### config.mk
export PLATFORM = sky130hd
export DESIGN_NAME = mc_control_fsm_flat
export DESIGN_NICKNAME = d
export VERILOG_FILES = /design/src/rtl/mc_control_if.sv /design/src/rtl/mc_control_fsm.sv /design/src/flat_wrapper.sv
export SDC_FILE = /design/constraint.sdc
export NUM_CORES = 1
export LEC_CHECK = 0
export BUFFER_PORTS_ARGS = -buffer_cell sky130_fd_sc_hd__buf_2
export CORE_MARGIN = 8
export CORE_UTILIZATION = 45
export CTS_BUF_LIST = sky130_fd_sc_hd__clkbuf_2 sky130_fd_sc_hd__clkbuf_4 sky130_fd_sc_hd__clkbuf_8
export DETAILED_ROUTE_END_ITERATION = 10
export GPL_TIMING_DRIVEN = 0
export PLACE_DENSITY = 0.76
export SLEW_MARGIN = 0
export SYNTH_ARGS = -nofsm -noshare
export SYNTH_HDL_FRONTEND = slang
export SYNTH_SLANG_ARGS = --single-unit
### constraint.sdc
create_clock -name clk -period 2.7 [get_ports clk]
set_input_delay 0.135 -clock clk [delete_from_list [all_inputs] [get_ports clk]]
set_output_delay 0.135 -clock clk [all_outputs]
set_load 0.1 [all_outputs]
### src/rtl/mc_control_if.sv
// mc_control_if: IR fields, ALU flag, memory handshake and datapath control bundle
interface mc_control_if #(parameter int ALU_CTRL_W = 4);
  logic [6:0] opcode;
  logic [2:0] funct3;
  logic funct7_5;
  logic zero;
  logic mem_ready;
  logic mem_req;
  logic mem_write;
  logic adr_src;
  logic ir_write;
  logic pc_write;
  logic reg_write;
  logic [1:0] alu_src_a;
  logic [1:0] alu_src_b;
  logic [1:0] result_src;
  logic [ALU_CTRL_W-1:0] alu_control;
  logic illegal_instr;
  modport master (
    input opcode, funct3, funct7_5, zero, mem_ready,
    output mem_req, mem_write, adr_src, ir_write, pc_write, reg_write,
    output alu_src_a, alu_src_b, result_src, alu_control, illegal_instr
  );
  modport slave (
    output opcode, funct3, funct7_5, zero, mem_ready,
    input mem_req, mem_write, adr_src, ir_write, pc_write, reg_write,
    input alu_src_a, alu_src_b, result_src, alu_control, illegal_instr
  );
endinterface

### src/rtl/mc_control_fsm.sv
// mc_control_fsm: multi-cycle RV32 control sequencer with single-port memory handshake
module mc_control_fsm #(
  parameter int ALU_CTRL_W = 4,
  parameter bit TRAP_STICKY = 1'b1
) (
  input logic clk,
  input logic rst,
  mc_control_if.master bus
);
  typedef enum logic [3:0] {
    FETCH, DECODE, MEMADR, MEMREAD, MEMWB, MEMWRITE,
    EXECR, EXECI, ALUWB, BRANCH, JAL, TRAP
  } state_t;
  localparam logic [ALU_CTRL_W-1:0] ALU_AND = ALU_CTRL_W'(4'b0000);
  localparam logic [ALU_CTRL_W-1:0] ALU_OR  = ALU_CTRL_W'(4'b0001);
  localparam logic [ALU_CTRL_W-1:0] ALU_ADD = ALU_CTRL_W'(4'b0010);
  localparam logic [ALU_CTRL_W-1:0] ALU_SUB = ALU_CTRL_W'(4'b0110);
  localparam logic [ALU_CTRL_W-1:0] ALU_SLT = ALU_CTRL_W'(4'b0111);
  localparam logic [6:0] OP_LOAD   = 7'b0000011;
  localparam logic [6:0] OP_STORE  = 7'b0100011;
  localparam logic [6:0] OP_R      = 7'b0110011;
  localparam logic [6:0] OP_I      = 7'b0010011;
  localparam logic [6:0] OP_BRANCH = 7'b1100011;
  localparam logic [6:0] OP_JAL    = 7'b1101111;
  state_t state_q, state_d, dec_next;
  logic exec_ok;
  logic [ALU_CTRL_W-1:0] exec_op;
  logic mem_req, mem_write, adr_src, ir_write, pc_write, reg_write, illegal_instr;
  logic [1:0] alu_src_a, alu_src_b, result_src;
  logic [ALU_CTRL_W-1:0] alu_control;
  assign dec_next = (bus.opcode == OP_LOAD || bus.opcode == OP_STORE) ? MEMADR :
                    bus.opcode == OP_R      ? EXECR  :
                    bus.opcode == OP_I      ? EXECI  :
                    bus.opcode == OP_BRANCH ? BRANCH :
                    bus.opcode == OP_JAL    ? JAL    : TRAP;
  assign exec_ok = bus.funct3 inside {3'b000, 3'b010, 3'b110, 3'b111};
  // SUB is only reachable from R-type; ADDI ignores IR[30]
  assign exec_op = bus.funct3 == 3'b000 ? ((state_q == EXECR && bus.funct7_5) ? ALU_SUB : ALU_ADD) :
                   bus.funct3 == 3'b010 ? ALU_SLT :
                   bus.funct3 == 3'b110 ? ALU_OR  :
                   bus.funct3 == 3'b111 ? ALU_AND : ALU_ADD;
  always_ff @(posedge clk) begin
    if (rst) state_q <= FETCH;
    else state_q <= state_d;
  end
  // Defaults double as the reset-time output values, so rst simply skips the decode
  always_comb begin
    state_d = state_q;
    mem_req = 1'b0;
    mem_write = 1'b0;
    adr_src = 1'b0;
    ir_write = 1'b0;
    pc_write = 1'b0;
    reg_write = 1'b0;
    alu_src_a = 2'b00;
    alu_src_b = 2'b00;
    result_src = 2'b00;
    alu_control = ALU_ADD;
    illegal_instr = 1'b0;
    if (!rst) begin
      case (state_q)
        FETCH: begin
          mem_req = 1'b1;
          alu_src_b = 2'b10;
          result_src = 2'b10;
          ir_write = bus.mem_ready;
          pc_write = bus.mem_ready;
          state_d = bus.mem_ready ? DECODE : FETCH;
        end
        DECODE: begin
          alu_src_a = 2'b01;
          alu_src_b = 2'b01;
          state_d = dec_next;
        end
        MEMADR: begin
          alu_src_a = 2'b10;
          alu_src_b = 2'b01;
          state_d = bus.opcode[5] ? MEMWRITE : MEMREAD;
        end
        MEMREAD: begin
          mem_req = 1'b1;
          adr_src = 1'b1;
          state_d = bus.mem_ready ? MEMWB : MEMREAD;
        end
        MEMWB: begin
          reg_write = 1'b1;
          result_src = 2'b01;
          state_d = FETCH;
        end
        MEMWRITE: begin
          mem_req = 1'b1;
          mem_write = 1'b1;
          adr_src = 1'b1;
          state_d = bus.mem_ready ? FETCH : MEMWRITE;
        end
        EXECR, EXECI: begin
          alu_src_a = 2'b10;
          alu_src_b = state_q == EXECI ? 2'b01 : 2'b00;
          alu_control = exec_op;
          state_d = exec_ok ? ALUWB : TRAP;
        end
        ALUWB: begin
          reg_write = 1'b1;
          state_d = FETCH;
        end
        BRANCH: begin
          alu_src_a = 2'b10;
          alu_control = ALU_SUB;
          pc_write = (bus.funct3 == 3'b000 && bus.zero) || (bus.funct3 == 3'b001 && !bus.zero);
          state_d = bus.funct3[2:1] == 2'b00 ? FETCH : TRAP;
        end
        JAL: begin
          alu_src_a = 2'b01;
          alu_src_b = 2'b10;
          pc_write = 1'b1;
          state_d = ALUWB;
        end
        TRAP: begin
          illegal_instr = 1'b1;
          state_d = TRAP_STICKY ? TRAP : FETCH;
        end
        default: state_d = FETCH;
      endcase
    end
  end
  assign bus.mem_req = mem_req;
  assign bus.mem_write = mem_write;
  assign bus.adr_src = adr_src;
  assign bus.ir_write = ir_write;
  assign bus.pc_write = pc_write;
  assign bus.reg_write = reg_write;
  assign bus.alu_src_a = alu_src_a;
  assign bus.alu_src_b = alu_src_b;
  assign bus.result_src = result_src;
  assign bus.alu_control = alu_control;
  assign bus.illegal_instr = illegal_instr;
endmodule
### src/flat_wrapper.sv
// flat-port wrapper written by rule: the top's interface ports become plain ports
module mc_control_fsm_flat 
#(
  parameter int ALU_CTRL_W = 4,
  parameter bit TRAP_STICKY = 1'b1
)
  (clk, rst, bus_opcode, bus_funct3, bus_funct7_5, bus_zero, bus_mem_ready, bus_mem_req, bus_mem_write, bus_adr_src, bus_ir_write, bus_pc_write, bus_reg_write, bus_alu_src_a, bus_alu_src_b, bus_result_src, bus_alu_control, bus_illegal_instr);
  mc_control_if #(.ALU_CTRL_W(ALU_CTRL_W)) bus_i ();
  input logic clk;
  input logic rst;
  input wire logic [$bits(bus_i.opcode)-1:0] bus_opcode;
  input wire logic [$bits(bus_i.funct3)-1:0] bus_funct3;
  input wire logic [$bits(bus_i.funct7_5)-1:0] bus_funct7_5;
  input wire logic [$bits(bus_i.zero)-1:0] bus_zero;
  input wire logic [$bits(bus_i.mem_ready)-1:0] bus_mem_ready;
  output wire logic [$bits(bus_i.mem_req)-1:0] bus_mem_req;
  output wire logic [$bits(bus_i.mem_write)-1:0] bus_mem_write;
  output wire logic [$bits(bus_i.adr_src)-1:0] bus_adr_src;
  output wire logic [$bits(bus_i.ir_write)-1:0] bus_ir_write;
  output wire logic [$bits(bus_i.pc_write)-1:0] bus_pc_write;
  output wire logic [$bits(bus_i.reg_write)-1:0] bus_reg_write;
  output wire logic [$bits(bus_i.alu_src_a)-1:0] bus_alu_src_a;
  output wire logic [$bits(bus_i.alu_src_b)-1:0] bus_alu_src_b;
  output wire logic [$bits(bus_i.result_src)-1:0] bus_result_src;
  output wire logic [$bits(bus_i.alu_control)-1:0] bus_alu_control;
  output wire logic [$bits(bus_i.illegal_instr)-1:0] bus_illegal_instr;
  assign bus_i.opcode = bus_opcode;
  assign bus_i.funct3 = bus_funct3;
  assign bus_i.funct7_5 = bus_funct7_5;
  assign bus_i.zero = bus_zero;
  assign bus_i.mem_ready = bus_mem_ready;
  assign bus_mem_req = bus_i.mem_req;
  assign bus_mem_write = bus_i.mem_write;
  assign bus_adr_src = bus_i.adr_src;
  assign bus_ir_write = bus_i.ir_write;
  assign bus_pc_write = bus_i.pc_write;
  assign bus_reg_write = bus_i.reg_write;
  assign bus_alu_src_a = bus_i.alu_src_a;
  assign bus_alu_src_b = bus_i.alu_src_b;
  assign bus_result_src = bus_i.result_src;
  assign bus_alu_control = bus_i.alu_control;
  assign bus_illegal_instr = bus_i.illegal_instr;
  mc_control_fsm #(.ALU_CTRL_W(ALU_CTRL_W), .TRAP_STICKY(TRAP_STICKY)) u_core (.clk(clk), .rst(rst), .bus(bus_i));
endmodule
==> flow_metrics.py <==
metrics = {
    "logic_synthesis": {
        "synth_compound_area_share_pct": 20.9,
        "syn_area_um2": 683,
        "yosysSeqAreaShare_pct": 11.7,
        "synthMuxAreaShare_pct": 3.11,
        "synth_top_family_by_area": "simple AND/OR/NAND/NOR gates",
        "synth-simple-area-share_pct": 46.7,
        "syn-instance-count": 95,
        "syn_area_per_cell_um2": 7.19,
        "synth_nets": 110,
        "yosysUniqueCellTypes": 45,
        "synthXorXnorAreaFrac_pct": 6.41,
        "yosysWarningCount": 0,
        "synth_seq_cells": 4,
        "synth_adder_area_share_pct": 0,
    },
    "routing": {
        "drtIter0Drc": 10,
        "viasPerCell": 5.53,
        "wl_per_cell_um": 13.5,
        "route.detailed.drc": 0,
        "vias": 796,
        "ant_nets": 0,
        "wirelength_mm": 1.94,
        "detail_route.first_pass.iterations": 4,
    },
    "cts": {
        "cts_max_path_buffers": 2,
        "tritoncts": "built",
        "numCtsBuffers": 3,
        "clock-sinks": 4,
        "path_clk_slew_ps": 30,
        "clockRootBuffer": "clkbuf_4",
        "htreeDepth": 1,
        "post_cts_resized": 0,
        "cts_hold_buf": 0,
        "clk_latency_ps": 230,
        "postCtsSetupRepairBufs": 0,
    },
    "final_layout": {
        "layout-drive-gt1-share_pct": 39.1,
        "diodes": 0,
        "final_area_um2": 906,
        "largest_reg_flops": 4,
        "nets": 145,
        "multi_input_area_um2": 561,
        "largest_register": "u_core.state_q",
        "syn_to_final_growth_pct": 32.6,
        "reg_top3": "u_core.state_q: 4 flops",
        "post-route-util_pct": 61.6,
        "fin_cells": 144,
        "seq_area_um2": 80.1,
        "fillers": 147,
    },
    "timing": {
        "clock.fmax_mhz": 521,
        "maxSlewHeadroom_pct": 62.4,
        "hold_viol": 0,
        "setup_violations": 0,
        "skew_ps": 4.83,
        "fin_crit_sh_pct": 71.1,
        "fin_crit_ps": 1920,
        "slew_violations": 0,
        "finalSetupTns_ps": 0,
        "tightest_slew_ps": 564,
        "grt_setup_unrepaired": "no",
    },
    "placement": {
        "place_area_um2": 883,
        "port-buffer-count": 30,
        "place.gp.congestion": 0.848,
        "dp.cells": 141,
        "dpl.hpwl_mm": 1.58,
    },
    "global_route": {
        "grt_max_degree": 11,
        "grt_pass1_wl_mm": 3.15,
        "antenna_found_initial": 0,
        "grt_pass1_vias": 724,
        "track_usage_pct": 13.2,
        "grt-ovfl-total": 0,
    },
    "critical_path": {
        "crit_arrival_ps": 1790,
        "crit_start": "u_core.state_q[1]",
        "required_ps": 2570,
        "crit_type": "flop to output pin",
        "worstSetupStartpointType": "flop",
        "cp-end-kind": "output pin",
        "r2r_start": "u_core.state_q[2]",
        "crit_fanout": 10,
    },
    "floorplanning": {
        "core-area_mm2": 0.00147,
        "dieArea_mm2": 0.00302,
        "chipHeight_um": 55.0,
        "io-pin-count": 32,
        "die_w_um": 55.0,
        "start_util_pct": 46.4,
        "num_rows": 14,
    },
    "pwr": {
        "p_leak_nw": 0.421,
        "ir_worst_vdd_mv": 0.642,
        "p_comb_share_pct": 82.7,
        "power_density_mw_per_mm2": 1120,
        "seqPwrFrac_pct": 10.2,
        "switchingPower_mw": 0.656,
        "switching_share_pct": 64.5,
        "clockPowerShare_pct": 7.1,
        "p_int_mw": 0.361,
    },
    "worst_hold_path": {
        "hp-class": "input pin to flop",
        "hold_path_startpoint": "bus_opcode[4]",
    },
    "status": {
        "outcome": "complete, no violations",
    },
    "job": {
        "maxCapViolations": 0,
    },
}
per-layer routing:
| metal | GRT usage, % | up-vias | part of all wire [%] |
|---|---|---|---|
| met4 | 0 | 0 | 0 |
| met3 | 3.74 | 0 | 8.0 |
| li1 | - | 411 | - |
| met5 | 0 | - | 0 |
| met2 | 22.6 | 24 | 47 |
| met1 | 17.1 | 361 | 45 |
final cells by class:
class | count | share of cell area, %
inverters | 1 | 0.414
repair buffers | 30 | 16.6
multi-input cells | 82 | 61.9
clock buffers | 3 | 2.49
well taps | 16 | 2.21
flip-flops and latches | 4 | 8.84
plain buffers | 8 | 7.60
Yosys cell counts, drive strengths merged:
master    n  area share [%]
nand4b    2             2.6
xnor2     3             3.8
a311oi    1             1.3
inv       1            0.55
or2       2             1.8
nand3b    1             1.1
o22a      1             1.3
nor3      5             3.7
mux2      1             1.6
o21ai     4             2.9
o22ai     1            0.92
buf       7             9.5
xor2      2             2.6
o21bai    2             2.2
nor4      2             2.7
clkbuf    1            0.55
conb      1            0.55
nand2     4             2.2
and4b     1             1.5
and4bb    1             1.8
o21a      1             1.1
and2      2             1.8
nor2     12             6.6
nand2b    3             2.7
a211oi    1             1.8
nor3b     2             2.9
mux2i     1             1.5
and3b     2             2.6
and2b     2             2.6
a31oi     4             3.7
a21oi     6             4.4
and3      4             3.7
dfxtp     4              12
nand4bb   1             1.6
o221ai    1             1.3
nand3     4             2.9
nor2b     2             1.8
critical path, cell delays in order (launching register included):
cell and delay [ps]:
dfxtp_1 340, buf_6 160, xor2_1 180, nor4_4 160, nand3_1 110, a21oi_1 150
buf_2 440
power groups by stage:
stage,clock network (mW),registers [mW],logic (mW)
floorplan,0,0.0974,0.720
detailed placement,0,0.104,0.842
global placement,0,0.103,0.833
global route,0.0850,0.106,0.895
finish,0.0727,0.104,0.841
CTS,0.0756,0.103,0.843
path summary, 6_finish.rpt:
kind / endpoint / slack, ps / cells past startpoint
worst min-delay path: u_core.state_q[2] / 320 / 4
worst min register to register: u_core.state_q[3] / 750 / 3
worst max-delay path: bus_pc_write / 780 / 6
worst max register to register: u_core.state_q[0] / 1380 / 4
through the flow:
stage	hold WS (ps)	setup WS, ps	power [mW]
after CTS	313	781	1.02
after global placement	549	1050	0.936
after floorplan	389	-754	0.817
after global routing	322	605	1.09
final	321	779	1.02
after detailed placement	556	1030	0.946
cells in the final DEF, fill, tap and decap left out, types with 2 or more instances in the layout:
cell type  instances
nor3_1             2
nand3_1            4
nand2_1            4
o21ai_0            3
nor2_1            12
xor2_1             2
a21oi_1            6
o21bai_1           2
and3b_1            2
and3_1             4
nor2b_1            2
nor3_2             3
xnor2_1            3
nand4b_1           2
dfxtp_1            4
nand2b_1           3
buf_6              4
buf_2             31
buf_4              2
clkbuf_4           3
a31oi_1            4
cells by family after synthesis:
kind of cell	count (synthesis)
muxes	2
other	1
buffers and inverters	9
xor gates and xnor gates	5
and+or+nand+nor	52
DFF	4
AOI/OAI and AO/OA	22
No activity file was read; power rests on OpenSTA's default activity.
